$ cat config.mk
export PLATFORM = sky130hd
export DESIGN_NAME = seg7_disp_sched_flat
export DESIGN_NICKNAME = d
export VERILOG_FILES = /design/src/rtl/seg7_disp_sched_if.sv /design/src/rtl/seg7_disp_sched.sv /design/src/flat_wrapper.sv
export SDC_FILE = /design/constraint.sdc
export NUM_CORES = 1
export LEC_CHECK = 0
export CORE_ASPECT_RATIO = 0.8
export CORE_MARGIN = 1
export CORE_UTILIZATION = 40
export CTS_BUF_LIST = sky130_fd_sc_hd__clkbuf_8
export DETAILED_ROUTE_END_ITERATION = 10
export PLACE_DENSITY = 0.71
export SLEW_MARGIN = 10
export SYNTH_ARGS = -nofsm -noshare
export SYNTH_HDL_FRONTEND = slang
export SYNTH_SLANG_ARGS = --single-unit
$ cat constraint.sdc
create_clock -name clock -period 3.3 [get_ports clock]
set_clock_uncertainty 0.05 [all_clocks]
set_input_delay 0.33 -clock clock [delete_from_list [all_inputs] [get_ports clock]]
set_output_delay 0.33 -clock clock [all_outputs]
set_load 0.01 [all_outputs]
$ cat src/rtl/seg7_disp_sched_if.sv
// Purpose: groups the data/control signals between the display sources and
//          the seg7_disp_sched scheduler.
// Signals:
//   srcVal         four 32-bit source values, src n = srcVal[32n+31:32n]
//   srcValid       bit n set: source n takes part in rotation
//   selForce       [2] force enable, [1:0] forced source index
//   alertReq       one-cycle pulse requesting an alert message
//   alertVal       alert value, captured on alertReq
//   outDispVal     value for the segment driver
//   outStrobe1kHz  one-cycle 1 kHz strobe
//   outStrobeNoise pseudo-random noise bit
//   outCurSrc      0..3 source shown, 4 alert, 7 idle
//   outAlertBusy   high while an alert is on screen
// Modports: master = source side (drives requests), slave = scheduler side.
interface seg7_disp_sched_if;
  logic [127:0] srcVal;
  logic [3:0]   srcValid;
  logic [2:0]   selForce;
  logic         alertReq;
  logic [31:0]  alertVal;
  logic [31:0]  outDispVal;
  logic         outStrobe1kHz;
  logic         outStrobeNoise;
  logic [2:0]   outCurSrc;
  logic         outAlertBusy;

  modport master (
    output srcVal, srcValid, selForce, alertReq, alertVal,
    input  outDispVal, outStrobe1kHz, outStrobeNoise, outCurSrc, outAlertBusy
  );

  modport slave (
    input  srcVal, srcValid, selForce, alertReq, alertVal,
    output outDispVal, outStrobe1kHz, outStrobeNoise, outCurSrc, outAlertBusy
  );
endinterface

$ cat src/rtl/seg7_disp_sched.sv
// Purpose: scheduler in front of the 8-digit 7-segment hex driver. Builds the
//          1 kHz and noise strobes and time-shares the 32-bit display value
//          between four rotating sources, a forced source and a one-shot
//          alert (priority ALERT > FORCE > ROTATE > IDLE).
// Ports:
//   clock   system clock, all state on posedge
//   reset   synchronous, active-high
//   io_bus  seg7_disp_sched_if.slave (source inputs, driver outputs)
module seg7_disp_sched #(
  parameter int CLK_KHZ  = 50000,
  parameter int DWELL_MS = 2000,
  parameter int ALERT_MS = 1000
) (
  input  logic               clock,
  input  logic               reset,
  seg7_disp_sched_if.slave   io_bus
);

  localparam int PW    = (CLK_KHZ > 1) ? $clog2(CLK_KHZ) : 1;
  localparam int MAXMS = (DWELL_MS > ALERT_MS) ? DWELL_MS : ALERT_MS;
  localparam int MW    = (MAXMS > 1) ? $clog2(MAXMS) : 1;
  localparam logic [PW-1:0] PRESC_LAST = PW'(CLK_KHZ - 1);
  localparam logic [MW-1:0] DWELL_LAST = MW'(DWELL_MS - 1);
  localparam logic [MW-1:0] ALERT_LAST = MW'(ALERT_MS - 1);

  typedef enum logic [1:0] {
    ST_IDLE   = 2'd0,
    ST_ROTATE = 2'd1,
    ST_FORCE  = 2'd2,
    ST_ALERT  = 2'd3
  } state_t;

  // First set bit of valid searching start, start+1, start+2, start+3 (mod 4).
  function automatic logic [1:0] f_pick(input logic [3:0] valid, input logic [1:0] start);
    logic [1:0] res;
    logic [1:0] idx;
    res = start;
    for (int k = 3; k >= 0; k--) begin
      idx = start + 2'(k);
      if (valid[idx]) res = idx;
    end
    return res;
  endfunction

  state_t        r_state;
  logic [1:0]    r_cur;
  logic [MW-1:0] r_ms;
  logic [PW-1:0] r_presc;
  logic          r_strobe;
  logic [15:0]   r_lfsr;
  logic          r_noise;
  logic [31:0]   r_alert_val;
  logic [31:0]   r_disp;
  logic [2:0]    r_cur_out;
  logic          r_busy;

  state_t        w_state_nx;
  logic [1:0]    w_cur_nx;
  logic [MW-1:0] w_ms_nx;
  logic [31:0]   w_alert_nx;
  logic [31:0]   w_sel_val;
  logic [1:0]    w_pick_inc;
  logic [1:0]    w_pick_adv;
  logic          w_dwell_exp;
  logic          w_alert_exp;
  logic          w_lfsr_fb;

  // Taps 16,14,13,11 in right-shifting Fibonacci form.
  assign w_lfsr_fb   = r_lfsr[0] ^ r_lfsr[2] ^ r_lfsr[3] ^ r_lfsr[5];
  assign w_dwell_exp = r_strobe && (r_ms == DWELL_LAST);
  assign w_alert_exp = r_strobe && (r_ms == ALERT_LAST);
  // inc: resume search that may land on r_cur; adv: rotation step that tries others first.
  assign w_pick_inc  = f_pick(io_bus.srcValid, r_cur);
  assign w_pick_adv  = f_pick(io_bus.srcValid, r_cur + 2'd1);
  assign w_sel_val   = io_bus.srcVal[{w_cur_nx, 5'd0} +: 32];

  // Prescaler and noise generator.
  always_ff @(posedge clock) begin
    if (reset) begin
      r_presc  <= '0;
      r_strobe <= 1'b0;
      r_lfsr   <= 16'hACE1;
      r_noise  <= 1'b0;
    end else begin
      r_presc  <= (r_presc == PRESC_LAST) ? '0 : r_presc + PW'(1);
      r_strobe <= (r_presc == PRESC_LAST);
      r_lfsr   <= {w_lfsr_fb, r_lfsr[15:1]};
      r_noise  <= r_lfsr[0];
    end
  end

  // Next-state, source selection and millisecond timer.
  always_comb begin
    w_state_nx = r_state;
    w_cur_nx   = r_cur;
    w_alert_nx = r_alert_val;
    w_ms_nx    = r_strobe ? r_ms + MW'(1) : r_ms;
    if (io_bus.alertReq) begin
      w_state_nx = ST_ALERT;
      w_alert_nx = io_bus.alertVal;
      w_ms_nx    = '0;
    end else if ((r_state == ST_ALERT) && !w_alert_exp) begin
      w_state_nx = ST_ALERT;
    end else if (io_bus.selForce[2]) begin
      w_state_nx = ST_FORCE;
      w_cur_nx   = io_bus.selForce[1:0];
      w_ms_nx    = '0;
    end else if (|io_bus.srcValid) begin
      w_state_nx = ST_ROTATE;
      if (r_state == ST_ROTATE) begin
        // A dropped current source advances at once, not at dwell expiry.
        if (!io_bus.srcValid[r_cur] || w_dwell_exp) begin
          w_cur_nx = w_pick_adv;
          w_ms_nx  = '0;
        end else begin
          w_cur_nx = r_cur;
        end
      end else begin
        // Entering rotation (idle, force release or alert end) keeps r_cur if valid.
        w_cur_nx = w_pick_inc;
      end
    end else begin
      w_state_nx = ST_IDLE;
      w_ms_nx    = '0;
    end
    if ((w_state_nx != r_state) || (w_cur_nx != r_cur)) begin
      w_ms_nx = '0;
    end else begin
      w_ms_nx = w_ms_nx;
    end
  end

  // State register and registered driver outputs.
  always_ff @(posedge clock) begin
    if (reset) begin
      r_state     <= ST_IDLE;
      r_cur       <= 2'd0;
      r_ms        <= '0;
      r_alert_val <= 32'd0;
      r_disp      <= 32'd0;
      r_cur_out   <= 3'd7;
      r_busy      <= 1'b0;
    end else begin
      r_state     <= w_state_nx;
      r_cur       <= w_cur_nx;
      r_ms        <= w_ms_nx;
      r_alert_val <= w_alert_nx;
      r_busy      <= (w_state_nx == ST_ALERT);
      case (w_state_nx)
        ST_ROTATE, ST_FORCE: begin
          r_disp    <= w_sel_val;
          r_cur_out <= {1'b0, w_cur_nx};
        end
        ST_ALERT: begin
          r_disp    <= w_alert_nx;
          r_cur_out <= 3'd4;
        end
        default: begin
          r_disp    <= 32'd0;
          r_cur_out <= 3'd7;
        end
      endcase
    end
  end

  assign io_bus.outDispVal     = r_disp;
  assign io_bus.outStrobe1kHz  = r_strobe;
  assign io_bus.outStrobeNoise = r_noise;
  assign io_bus.outCurSrc      = r_cur_out;
  assign io_bus.outAlertBusy   = r_busy;

endmodule

$ cat src/flat_wrapper.sv
// flat-port wrapper written by rule: the top's interface ports become plain ports
module seg7_disp_sched_flat 
#(
  parameter int CLK_KHZ  = 50000,
  parameter int DWELL_MS = 2000,
  parameter int ALERT_MS = 1000
)
  (clock, reset, io_bus_srcVal, io_bus_srcValid, io_bus_selForce, io_bus_alertReq, io_bus_alertVal, io_bus_outDispVal, io_bus_outStrobe1kHz, io_bus_outStrobeNoise, io_bus_outCurSrc, io_bus_outAlertBusy);
  seg7_disp_sched_if io_bus_i ();
  input  logic clock;
  input  logic reset;
  input wire logic [$bits(io_bus_i.srcVal)-1:0] io_bus_srcVal;
  input wire logic [$bits(io_bus_i.srcValid)-1:0] io_bus_srcValid;
  input wire logic [$bits(io_bus_i.selForce)-1:0] io_bus_selForce;
  input wire logic [$bits(io_bus_i.alertReq)-1:0] io_bus_alertReq;
  input wire logic [$bits(io_bus_i.alertVal)-1:0] io_bus_alertVal;
  output wire logic [$bits(io_bus_i.outDispVal)-1:0] io_bus_outDispVal;
  output wire logic [$bits(io_bus_i.outStrobe1kHz)-1:0] io_bus_outStrobe1kHz;
  output wire logic [$bits(io_bus_i.outStrobeNoise)-1:0] io_bus_outStrobeNoise;
  output wire logic [$bits(io_bus_i.outCurSrc)-1:0] io_bus_outCurSrc;
  output wire logic [$bits(io_bus_i.outAlertBusy)-1:0] io_bus_outAlertBusy;
  assign io_bus_i.srcVal = io_bus_srcVal;
  assign io_bus_i.srcValid = io_bus_srcValid;
  assign io_bus_i.selForce = io_bus_selForce;
  assign io_bus_i.alertReq = io_bus_alertReq;
  assign io_bus_i.alertVal = io_bus_alertVal;
  assign io_bus_outDispVal = io_bus_i.outDispVal;
  assign io_bus_outStrobe1kHz = io_bus_i.outStrobe1kHz;
  assign io_bus_outStrobeNoise = io_bus_i.outStrobeNoise;
  assign io_bus_outCurSrc = io_bus_i.outCurSrc;
  assign io_bus_outAlertBusy = io_bus_i.outAlertBusy;
  seg7_disp_sched #(.CLK_KHZ(CLK_KHZ), .DWELL_MS(DWELL_MS), .ALERT_MS(ALERT_MS)) u_core (.clock(clock), .reset(reset), .io_bus(io_bus_i));
endmodule
# Word-level counts from Yosys, hierarchy flattened
# Cells that the tools add are included.
# totals
reg_bits,117
input_bits,170
output_inout_bits,38
# classes
add_sub_neg,8
magnitude_cmp,7
eq_ne,10
shifts,1
mux,41
n_bitwise,3
n_reduce_logical,11
# ops
cell,count
$shiftx 128x8->32,1
$mux 11,6
$pmux 32 s2,1
$mux 2,17
$mux 32,1
$lt 2x3->1 const B,7
$add 16x1->16 const B,1
$eq 16x16->1 const B,1
$bmux 1 s2,7
$add 11x1->11 const B,1
$eq 11x10->1 const B,1
$eq 11x11->1 const B,1
$add 2x2->2 const B,4
$mux 1,8
$eq 2x2->1 const B,3
$pmux 3 s2,1
$add 2x1->2 const B,2
$eq 2x1->1 const B,2
$ne 2x2->1,2
$reduce_or 2->1,2
$reduce_or 4->1,1
$logic_and 1x1->1,3
$reduce_or 3->1,1
$xor 1x1->1,3
other kinds (2),4

# Logic depth before layout (Yosys ltp)
# Gate-level depths: netlist (run 1).
# depth
word_depth,17
ltp_mapped,13

# Worst setup path before layout (run 1)
# Ideal clock, no wire load.
# synth_path
path_type,input to register
from,input port io_bus_alertReq
to,"register u_core.r_disp[18], in the netlist u_core.io_bus.outDispVal[18]"
setup_ps,134
arrival_time_ps,2704
required_time_ps,3116
setup_slack_ps,412
cell_stages,13
n_path_buf,3
cell_sequence,buf_2 -> or4b_2 -> nor4_1 -> nor2_1 -> nor2_1 -> inv_1 -> ha_1 -> nor2b_1 -> nor2b_1 -> clkbuf_1 -> clkbuf_1 -> nand2_1 -> o221ai_1
# synth_via
elab_chain_len,4
# synth_rtl
element,line,text
"start, declared",flat_wrapper.sv:15,input wire logic [$bits(io_bus_i.alertReq)-1:0] io_bus_alertReq;
$mux 2 *,seg7_disp_sched.sv:98,if (io_bus.alertReq) begin
net u_core.w_state_nx[0],seg7_disp_sched.sv:57,state_t w_state_nx;
$eq 2x1->1 / $eq 2x2->1 (equally long branches),seg7_disp_sched.sv:149,case (w_state_nx)
$reduce_or 2->1,seg7_disp_sched.sv:149,
$pmux 32 s2 *,seg7_disp_sched.sv:149,
"end signal, assigned",seg7_disp_sched.sv:151,r_disp <= w_sel_val;
"end signal, assigned",seg7_disp_sched.sv:155,r_disp <= w_alert_nx;
"end, declared",seg7_disp_sched.sv:53,logic [31:0] r_disp;
# Mark *: on every way through the listed nets, which the timed path passes. The rest lies on a longest branch.
# A chain may end at the register's enable or synchronous reset.

# Worst setup path in the final report (run 1)
# layout_path
from,register u_core.r_ms[0]
to,"register u_core.r_disp[14], in the netlist u_core.io_bus.outDispVal[14]"
# layout_via
elab_chain_len,11
# layout_rtl
element,line,text
"start, declared",seg7_disp_sched.sv:47,logic [MW-1:0] r_ms;
"start signal, assigned",seg7_disp_sched.sv:146,r_ms <= w_ms_nx;
$eq 11x11->1,seg7_disp_sched.sv:70,assign w_dwell_exp = r_strobe && (r_ms == DWELL_LAST);
$logic_and 1x1->1,seg7_disp_sched.sv:70,
$logic_or 1x1->1,seg7_disp_sched.sv:112,if (!io_bus.srcValid[r_cur] || w_dwell_exp) begin
$mux 2,seg7_disp_sched.sv:112,
$mux 2,seg7_disp_sched.sv:110,if (r_state == ST_ROTATE) begin
$mux 2,seg7_disp_sched.sv:108,end else if (|io_bus.srcValid) begin
$mux 2,seg7_disp_sched.sv:104,end else if (io_bus.selForce[2]) begin
$mux 2,seg7_disp_sched.sv:102,end else if ((r_state == ST_ALERT) && !w_alert_exp) begin
$mux 2,seg7_disp_sched.sv:98,
$shiftx 128x8->32,seg7_disp_sched.sv:75,"assign w_sel_val = io_bus.srcVal[{w_cur_nx, 5'd0} +: 32];"
$pmux 32 s2 *,seg7_disp_sched.sv:149,
# Every way passes the cells marked *; elsewhere a longest branch is shown, timed or not.

==> impl_results.md, run 1 <==
- Crit path max fanout: 16
- Layout Cells excl Fill: around 980
- # hold bufs at CTS: 0
- Pins Over Slew Limit: 0
- H-Tree Depth: 4
- Multi-input gate area: between 3000 and 4000 um^2
- Relative slew slack: 61.6%
- TritonCTS clock tree: built
- Status: completed
- Most used flip-flop cell after synthesis: dfxtp_1
- Top cells by area, synth: dfxtp_1 (42%), mux2i_1 (12%), mux2_2 (5.5%)
- Xor and xnor area share after synthesis: under 10%
- Reg2Reg Depth: 8
- Pin count of the biggest net entering global routing: 51
- Clock Sinks: about 120
- Final WL: approximately 17,000 um
- Compound-Gate Fraction of Synth Area: around an eighth
- Worst-Skew Late Latency: around 430 ps
- Worst Max-Slew Pin Slew: around 580 ps
- Power Density: 432 nW/um^2
- Arrival @ worst endpoint: 3420 ps
- Final Total Pwr: approximately 3.6 mW
- # setup viols final: 0
- Boundary Pins: 208
- Worst vdd ir: approximately 0.00026 V
- Synth Net Count: 741
- GRT overflow: 0
- EDFF count, synth: 0
- Cell area after layout: 8280 um^2
- Period utilization: a little over nine tenths
- RePlAce Congestion: slightly below 0.9
- Tmin final: about 3100 ps
- Cts bufs inserted: 17
- Input/output buffers: around 210
- Setup repair after global routing missed its margin: false
- Pre-CTS WS: between 80 and 90 ps
- Fin. Hold Viols: 0
- Slack of the worst reg-to-reg path: between 150 and 200 ps
- Syn Area/Cell: between 9 and 10 um^2
- Vias in the first global route: roughly 5,000
- ANT nets after route: 0
- Yosys reg bits: 117
- Core ar.: approximately 14,000 um^2
- Mux contribution to synthesized area: between 10% and 20%
- Cell total after placement: between 900 and 1,000
- Post-layout util: around three fifths
- Worst r2r dst: u_core.io_bus.outDispVal[14]
- # Max-Cap Violations: 0
- Hold endpoint: u_core.r_cur[1]
- Die height: 108 um
- Post-synth top area cell: dfxtp_1
- Worst-path clk slew: approximately 70 ps
- Layout cells sized above 1: between 10 and 15%
- Global-route wire length before repair: approximately 25,000 um
- Final worst slack: 182 ps
- Synth Area in Adders: less than 1%
- Hold Path Class: in2reg
- Antenna diodes: 0
- # DRC: 0
- Crit path kind: reg2reg
- Crit path launch type: flop
- P&R area growth vs syn: 48.7%
- Placed cell areas: 7890 um^2
- Share of the synthesized area in the top cell type: roughly 42%
- Asr flop ratio synth: 0%
- Die X: 134 um
- Leak pwr: 3.22 nW
- Cell Rows: 38
- Post-DR vias/cell: about 5.1
- # fillers: ~1,100
- CTS root buffer: clkbuf_8
- Mapped Area: about 5600 um^2
- 1st-iter DRT viols: 228
- CTS max path bufs: 2
- Hold_ws: 152 ps
- Hold wc startpoint: reset
- Total track usage: between 20% and 30%
- Nets: about 960
- Register area: about 2300 um^2
- Yosys cell types: just under 60
- Initial Util: around 40%
- Fmax: around 320 MHz
- Critical Path Sink Type: flop
- Routed wire per std cell: between 15 and 20 um
- Post-Synth Simple-Gate Area: about a fifth
- Yosys Warn Count: 0
- FF-to-FF Start: u_core.r_ms[0]
- Routed vias: 5,023
- Hold Path Stages: 2
- Drt first pass iters: 4
- Required time worst endpoint: 3610 ps
- Setup TNS: 0 ps
- Die ar.: 14,400 um^2
- DP HPWL: around 12,000 um
- Largest family of logic cells by synthesized area: simple AND/OR/NAND/NOR gates
- Initial antenna violation count: 0
- Seq/Total Area, Yosys: roughly 42%
- Post-Syn Instances: about 570
-- logic make-up (layout without fill, tap and decap cells) --
kind of cell,count (synthesis),in the layout
simple gates,199,199
compound gates,81,82
buf+inv,47,275
xor+xnor,26,26
fa+ha+maj,4,4
mux,93,93
flops,117,117
-- Yosys cell counts (5+ instances only) --
master	n
buf_2	8
nand2_1	41
o31ai_1	5
clkbuf_1	17
or2_2	9
inv_1	13
nand4_1	9
nand2b_1	13
o221ai_1	23
o21ai_0	8
a21oi_1	9
dfxtp_1	117
nor2b_1	41
nand3_1	10
xnor2_1	11
a21bo_2	5
mux2i_1	65
and3_1	5
xor2_1	15
nor4_1	5
o221ai_2	5
nor2_1	49
mux2_2	27
-- critical path: stages (launching register included) --
cell	delay [ps]
dfxtp_1	370
ha_1	220
nand4_2	150
or4_4	560
a311o_1	330
o221a_1	240
or3_4	380
a211o_2	510
o211ai_2	220
-- layout by cell type (no fill, tap or decap), drive strengths merged, types with 15 or more instances in the layout --
master         count
mux2i             65
clkdlybuf4s50    205
xor2              15
nor2b             41
inv               17
clkbuf            19
nor2              49
dfxtp            117
buf               24
mux2              27
o221ai            28
nand2             41
-- worst max path at each step --
stage / depth (start not counted) / start / to
finish: 8 / u_core.r_ms[0] / u_core.io_bus.outDispVal[14]
global route: 8 / u_core.r_ms[0] / u_core.io_bus.outDispVal[6]
CTS: 8 / u_core.r_ms[0] / u_core.io_bus.outDispVal[3]
detailed placement: 9 / io_bus_srcValid[3] / u_core.io_bus.outDispVal[25]
global placement: 9 / io_bus_srcValid[3] / u_core.io_bus.outDispVal[17]
floorplan: 13 / io_bus_alertReq / u_core.io_bus.outDispVal[18]
-- area by class of cell --
type / instances / area share, %
flip-flops and latches: 117 / 28.3
clock inverters: 14 / 1.18
clock buffers: 18 / 2.99
well taps: 180 / 2.72
multi-input cells: 404 / 36.7
inverters: 13 / 0.589
repair buffers: 230 / 27.6
-- routing by layer --
metal | GRT usage (%) | vias to the layer above | wire length (um)
li1 | - | 2453 | -
met4 | 8.85 | 0 | 338
met5 | 0 | - | 0
met2 | 37.1 | 154 | 7990
met1 | 27.5 | 2389 | 7220
met3 | 5.93 | 27 | 990
-- power breakdown --
| part | internal [mW] | total, mW | leakage (nW) | switching, mW |
|---|---|---|---|---|
| clock network | 0.593 | 1.17 | 0.189 | 0.580 |
| logic | 0.506 | 0.859 | 2.07 | 0.353 |
| registers | 1.51 | 1.54 | 0.963 | 0.0331 |
| total | 2.61 | 3.57 | 3.22 | 0.966 |
-- registers in the layout, summed over array words and instances, names as in the netlist --
signal,flops
u_core.io_bus.outDispVal,32
u_core.r_alert_val,32
u_core.r_lfsr,16
u_core.r_presc,16
u_core.r_ms,11
u_core.io_bus.outCurSrc,3
u_core.r_cur,2
u_core.r_state,2
u_core.io_bus.outAlertBusy,1
u_core.io_bus.outStrobe1kHz,1
u_core.io_bus.outStrobeNoise,1
-- timing repair --
action	4_1_cts	5_1_grt
setup endpoints to repair	0	20
setup buffers	0	1
gates resized for setup	0	4
No activity file was read; power rests on OpenSTA's default activity.
==> run 2: changes to the inputs <==
- ABC_AREA: not set -> 1
- PLACE_DENSITY: 0.71 -> 0.69
==> run 2 against run 1 <==
Hold slack gained 12 ps; final cell count rose by 43%; utilization is 2.2 points lower; combinational power up 12%; non-clock buffer count fell by 9; power is 9.0% higher; area after synthesis rose by 15%; largest power group unchanged; clock power up 20%.
==> impl_results.md, run 2 <==
- Total track usage: between 20% and 30%
- # Max-Cap Violations: 0
- Antenna diodes: 0
- Reg2Reg Depth: 20
- Routed wire per std cell: about 13 um
- Setup repair after global routing missed its margin: false
- Syn Area/Cell: about 6.6 um^2
- Fmax: roughly 360 MHz
- CTS root buffer: clkbuf_8
- Hold Path Class: in2reg
- Worst-path clk slew: ~80 ps
- Pins Over Slew Limit: 0
- Synth Net Count: 1,148
- DP HPWL: between 10,000 and 15,000 um
- # DRC: 0
- Period utilization: between 80% and 90%
- RePlAce Congestion: ~0.91
- Top cells by area, synth: dfxtp_1 (37%), nand2_1 (13%), inv_1 (11%)
- Mapped Area: roughly 6400 um^2
- Critical Path Sink Type: flop
- Share of the synthesized area in the top cell type: 36.7%
- Most common cell after layout, fill and taps aside: nand2_1
- Final WL: ~18,000 um
- Worst Max-Slew Pin Slew: around 650 ps
- Worst-Skew Late Latency: between 400 and 500 ps
- Yosys cell types: 38
- Status: completed
- Boundary Pins: 208
- # hold bufs at CTS: 0
- Post-DR vias/cell: approximately 4.6
- Pin count of the biggest net entering global routing: 66
- # fillers: 1,478
- Cell area after layout: 9020 um^2
- Initial Util: 41.7%
- Commonest cells in the netlist: nand2_1 (225), inv_1 (190), nand3_1 (138), dfxtp_1 (117), nor2_1 (76)
- Cell Rows: 40
- Yosys Warn Count: 0
- Worst r2r dst: u_core.io_bus.outDispVal[21]
- EDFF count, synth: 0
- Post-synth top area cell: dfxtp_1
- Most frequent cell after synthesis: nand2_1
- Crit path kind: reg2reg
- Asr flop ratio synth: 0%
- Layout cells sized above 1: about a tenth
- Tmin final: roughly 2800 ps
- Yosys reg bits: between 100 and 150
- Worst vdd ir: roughly 0.00018 V
- Hold wc startpoint: reset
- Drt first pass iters: 5
- Placed cell areas: about 8600 um^2
- Cts bufs inserted: 17
- Input/output buffers: 207
- Die ar.: about 16,000 um^2
- Post-CTS setup buffer count: 0
- Global-route wire length before repair: 29,300 um
- Seq/Total Area, Yosys: 36.7%
- H-Tree Depth: 4
- Slack of the worst reg-to-reg path: about 530 ps
- 1st-iter DRT viols: between 200 and 300
- Crit path max fanout: 14
- Hold endpoint: u_core.io_bus.outCurSrc[2]
- Relative slew slack: roughly 57%
- TritonCTS clock tree: built
- Die X: roughly 140 um
- Leak pwr: ~4.4 nW
- Required time worst endpoint: 3590 ps
- Crit path launch type: flop
- Core ar.: between 15,000 and 20,000 um^2
- Die height: approximately 120 um
- # setup viols final: 0
- Initial antenna violation count: 0
- Most used flip-flop cell after synthesis: dfxtp_1
- Leading cell types in the layout, fill and taps excluded: nand2_1 (225), clkdlybuf4s50_1 (205), inv_1 (190)
- CTS max path bufs: 2
- Number of gates resized after cts: 0
- Arrival @ worst endpoint: 3060 ps
- P&R area growth vs syn: 41.2%
- Nets: between 1,000 and 1,500
- Power Density: between 400 and 500 nW/um^2
- Fin. Hold Viols: 0
- Routed vias: roughly 6,400
- Post-Syn Instances: roughly 970
- GRT overflow: 0
- ANT nets after route: 0
- FF-to-FF Start: u_core.r_cur[0]
- Setup TNS: 0 ps
- Hold Path Stages: 3
- Clock Sinks: between 100 and 150
- Vias in the first global route: approximately 6,000
run 2: worst max-delay path, cell delays in order, from the launching register on:
cell and delay [ps]:
dfxtp_1 580, inv_2 170, nand2_1 140, nand2_2 90, nand2_2 80, nand2_1 60, nand2_1 80, nand2_1 70
nand2_1 90, nand3_1 80, nand2_1 80, nand3_2 90, nand2_4 130, nand2_2 90, inv_1 190, buf_4 250
nand2_1 70, nand3_1 90, nand3_1 80, nand2_1 70, inv_1 40
run 2: layout make-up:
type / instances / area, um^2 / area share, %
repair buffers: 221 / 2180 / 24.2
clock buffers: 18 / 248 / 2.75
inverters: 194 / 731 / 8.10
multi-input cells: 620 / 3090 / 34.2
clock inverters: 13 / 175 / 1.94
flip-flops and latches: 117 / 2340 / 26.0
well taps: 210 / 263 / 2.91
run 2: worst max path at each step:
stage	from	end	slack, ps	cells after the start
6_report	u_core.r_cur[0]	u_core.io_bus.outDispVal[21]	530	20
5_1_grt	u_core.r_cur[0]	u_core.io_bus.outDispVal[8]	180	18
4_1_cts	u_core.r_ms[0]	u_core.io_bus.outDispVal[21]	280	14
3_5_place_dp	io_bus_srcValid[1]	u_core.io_bus.outDispVal[14]	200	11
3_3_place_gp	io_bus_srcValid[1]	u_core.io_bus.outDispVal[14]	330	11
2_1_floorplan	u_core.r_ms[0]	u_core.io_bus.outDispVal[11]	1090	15
run 2: layer usage:
| layer | global-route usage, % | share of wire (%) |
|---|---|---|
| met5 | 0 | 0 |
| met2 | 37.3 | 45 |
| met1 | 27.7 | 44 |
| met3 | 7.37 | 7.8 |
| met4 | 11.9 | 3.9 |
run 2: where the power goes:
part | switching, mW | internal [mW]
sequential | 0.0331 | 1.50
clock | 0.627 | 0.773
combinational | 0.486 | 0.473
total | 1.15 | 2.75
run 2: per-stage QoR:
stage               power [mW]  std cells  utilization, %  hold slack, ps  setup slack, ps
CTS                       3.94       1393            58.9             139              280
finish                    3.89       1393            58.9             164              533
detailed placement        2.53       1362            56.1             343              201
floorplan                 2.10        974               -             338             1090
global placement          2.53       1362            56.1             340              327
global route              4.11       1393            58.9             168              181
run 2: cell families after synthesis:
group / share of synthesized area (%)
DFF: 36.7
adders and majority gates: 0.783
and+or+nand+nor: 37.4
xor gates and xnor gates: 0.960
buffers and inverters: 15.1
AOI/OAI and AO/OA: 4.11
muxes: 5.01
==> run 3: changes to the inputs <==
- PLACE_DENSITY: 0.69 -> 0.72
- clock period: 3.3 -> 2.4 ns (I/O delays scaled with it)
==> run 3 against run 2 <==
First-iteration DRC count increased by 68%; routed wire length increased by 10%; power increased by 44%; sequential power increased by 37%; register-to-register slack got worse by 480 ps; die area unchanged; final cell count increased by 3.4%; critical endpoint is now u_core.r_ms[6]; largest cell class unchanged; largest power group unchanged.
==> impl_results.md, run 3 (synthesis gave the netlist of run 2 again) <==
- Worst-path clk slew: ~80 ps
- Worst r2r dst: u_core.r_ms[6]
- Worst Max-Slew Pin Slew: approximately 570 ps
- Hold wc startpoint: reset
- Nets: between 1,000 and 1,500
- Input/output buffers: a little over 200
- Routed wire per std cell: 14.1 um
- Arrival @ worst endpoint: 2670 ps
- Status: completed
- Pins Over Slew Limit: 0
- Antenna diodes: 0
- # DRC: 0
- Final WL: roughly 20,000 um
- Routed vias: between 6,000 and 7,000
- Leak pwr: around 5 nW
- Total track usage: 23.9%
- Worst vdd ir: approximately 0.00037 V
- 1st-iter DRT viols: between 400 and 500
- ANT nets after route: 0
- Fmax: about 430 MHz
- TritonCTS clock tree: built
- Crit path kind: reg2reg
- Vias in the first global route: between 6,000 and 7,000
- Most common cell after layout, fill and taps aside: clkdlybuf4s50_1
- Initial Util: approximately two fifths
- Hold Path Class: in2reg
- P&R area growth vs syn: 57.0%
- Hold endpoint: u_core.r_lfsr[14]
- Net switching power: between 1.5 and 2 mW
- Cell Rows: 40
- Crit path max fanout: 6
- P_int: around 3.9 mW
- Die ar.: roughly 16,000 um^2
- GRT overflow: 0
- Required time worst endpoint: approximately 2700 ps
- Cell area after layout: 10,000 um^2
- Logic gate share of total power: a little under a third
- Multi-input gate area: 3440 um^2
- Period utilization: between 90% and 100%
- Core ar.: about 15,000 um^2
- Drt first pass iters: 5
- # fillers: between 1,000 and 1,500
- Met1 global-route usage: between 20% and 30%
- Hold_ws: between 100 and 150 ps
- Tmin final: approximately 2300 ps
- Post-layout util: 65.5%
- RePlAce Congestion: between 0.8 and 0.9
- Setup repair after global routing missed its margin: true
- Die height: ~120 um
- # setup viols final: 0
- Setup TNS: 0 ps
- GRT Max-Usage Layer: met2
- Hold Path Stages: 2
- CP peak stage delay: 350 ps
- Cell total after placement: roughly 1,400
- H-Tree Depth: 4
- Power Density: around 560 nW/um^2
- Cts bufs inserted: 17
- Worst-Skew Late Latency: about 440 ps
- Pre-CTS WS: -170 ps
- Clock power share: between 30% and 40%
- Boundary Pins: 208
- Critical Path Sink Type: flop
- Post-DR vias/cell: between 4 and 5
- Crit path launch type: flop
- Register area: 2350 um^2
- Worst Setup SP: u_core.r_ms[1]
- DP HPWL: approximately 14,000 um
- Reg power frac: between 30% and 40%
- CTS root buffer: clkbuf_8
- # Max-Cap Violations: 0
- Fin. Hold Viols: 0
- Placed cell areas: about 9000 um^2
- Initial antenna violation count: 0
- Clock Sinks: around 120
- Met2 Usage GRT: about two fifths
- Die X: 143 um
- Crit-path cells: ha_4 -> nand3_4 -> nor2_4 -> nand3_2 -> nand2_2 -> nand2_2 -> nand2_2 -> nand3_2 -> nand2_2 -> nand3_2 -> nand2_4 -> nand2_8 -> buf_8 -> a21oi_2 -> nand3_2 -> clkbuf_16 -> nor2_2
- Relative slew slack: slightly above 60%
- Final Total Pwr: 5.63 mW
- Reg2Reg Depth: 17
- Slack of the worst reg-to-reg path: approximately 56 ps
- Met3 usage: ~7.4%
- Global-route wire length before repair: between 30,000 and 40,000 um
- Pin count of the biggest net entering global routing: 38
- Layout Cells excl Fill: 1,441
- CTS max path bufs: 2
- Sw Ratio: a little under a third
- Leading cell types in the layout, fill and taps excluded: clkdlybuf4s50_1 (205), inv_1 (187), nand2_1 (186)
- Layout cells sized above 1: about a fifth
- Slowest-stage cell, CP: dfxtp_2
- FF-to-FF Start: u_core.r_ms[1]
- Final worst slack: about 56 ps
-- run 3: changes by cell type in the layout (fill, tap and decap cells not counted), sizes merged --
cell      previous run  this run
clkinv               7         5
clkinvlp             2         3
clkbuf              18        24
inv                195       198
bufinv               3         2
buf                 16        57
-- run 3: worst max path at each step --
stage	end	slack [ps]	depth (start not counted)
2_1_floorplan	u_core.io_bus.outDispVal[11]	190	15
3_3_place_gp	u_core.r_ms[0]	-170	18
3_5_place_dp	u_core.r_ms[0]	-170	18
4_1_cts	u_core.r_ms[0]	1	16
5_1_grt	u_core.r_ms[5]	-90	16
6_report	u_core.r_ms[6]	60	17
-- run 3: what timing repair did --
| action | 4_1_cts | 5_1_grt |
|---|---|---|
| buffers inserted | 0 | 6 |
| endpoints found under the setup margin | 19 | 46 |
| pin swaps | 0 | 31 |
| hold buffers | 0 | 0 |
| resized for setup | 6 | 114 |
| cloned | 1 | 6 |
-- run 3: area by class of cell --
class | instances | share of cell area, %
Sequential cell | 117 | 23.5
Clock inverter | 14 | 1.51
Multi-Input combinational cell | 620 | 34.3
Timing Repair Buffer | 268 | 28.2
Clock buffer | 18 | 2.47
Tap cell | 210 | 2.62
Inverter | 194 | 7.41
-- run 3: power groups by stage --
| stage | registers (mW) | clock network (mW) | logic, mW |
|---|---|---|---|
| detailed placement | 2.15 | 0 | 1.44 |
| CTS | 2.11 | 1.86 | 1.47 |
| global route | 2.12 | 1.94 | 1.84 |
| floorplan | 2.18 | 0 | 0.706 |
| finish | 2.11 | 1.83 | 1.69 |
| global placement | 2.15 | 0 | 1.44 |
-- run 3: worst max-delay path: cells and delay by family, from the launching register on --
kind	cells	cell delay [ps]
and+or+nand+nor	13	1230
buffers and inverters	2	340
AOI/OAI and AO/OA	1	140
adders and majority gates	1	150
DFF	1	350
-- run 3: per-layer routing --
layer / wire (um) / up-vias
met3: 1670 / 25
li1: - / 3469
met1: 8940 / 3057
met2: 9350 / 253
met5: 0 / -
met4: 335 / 0
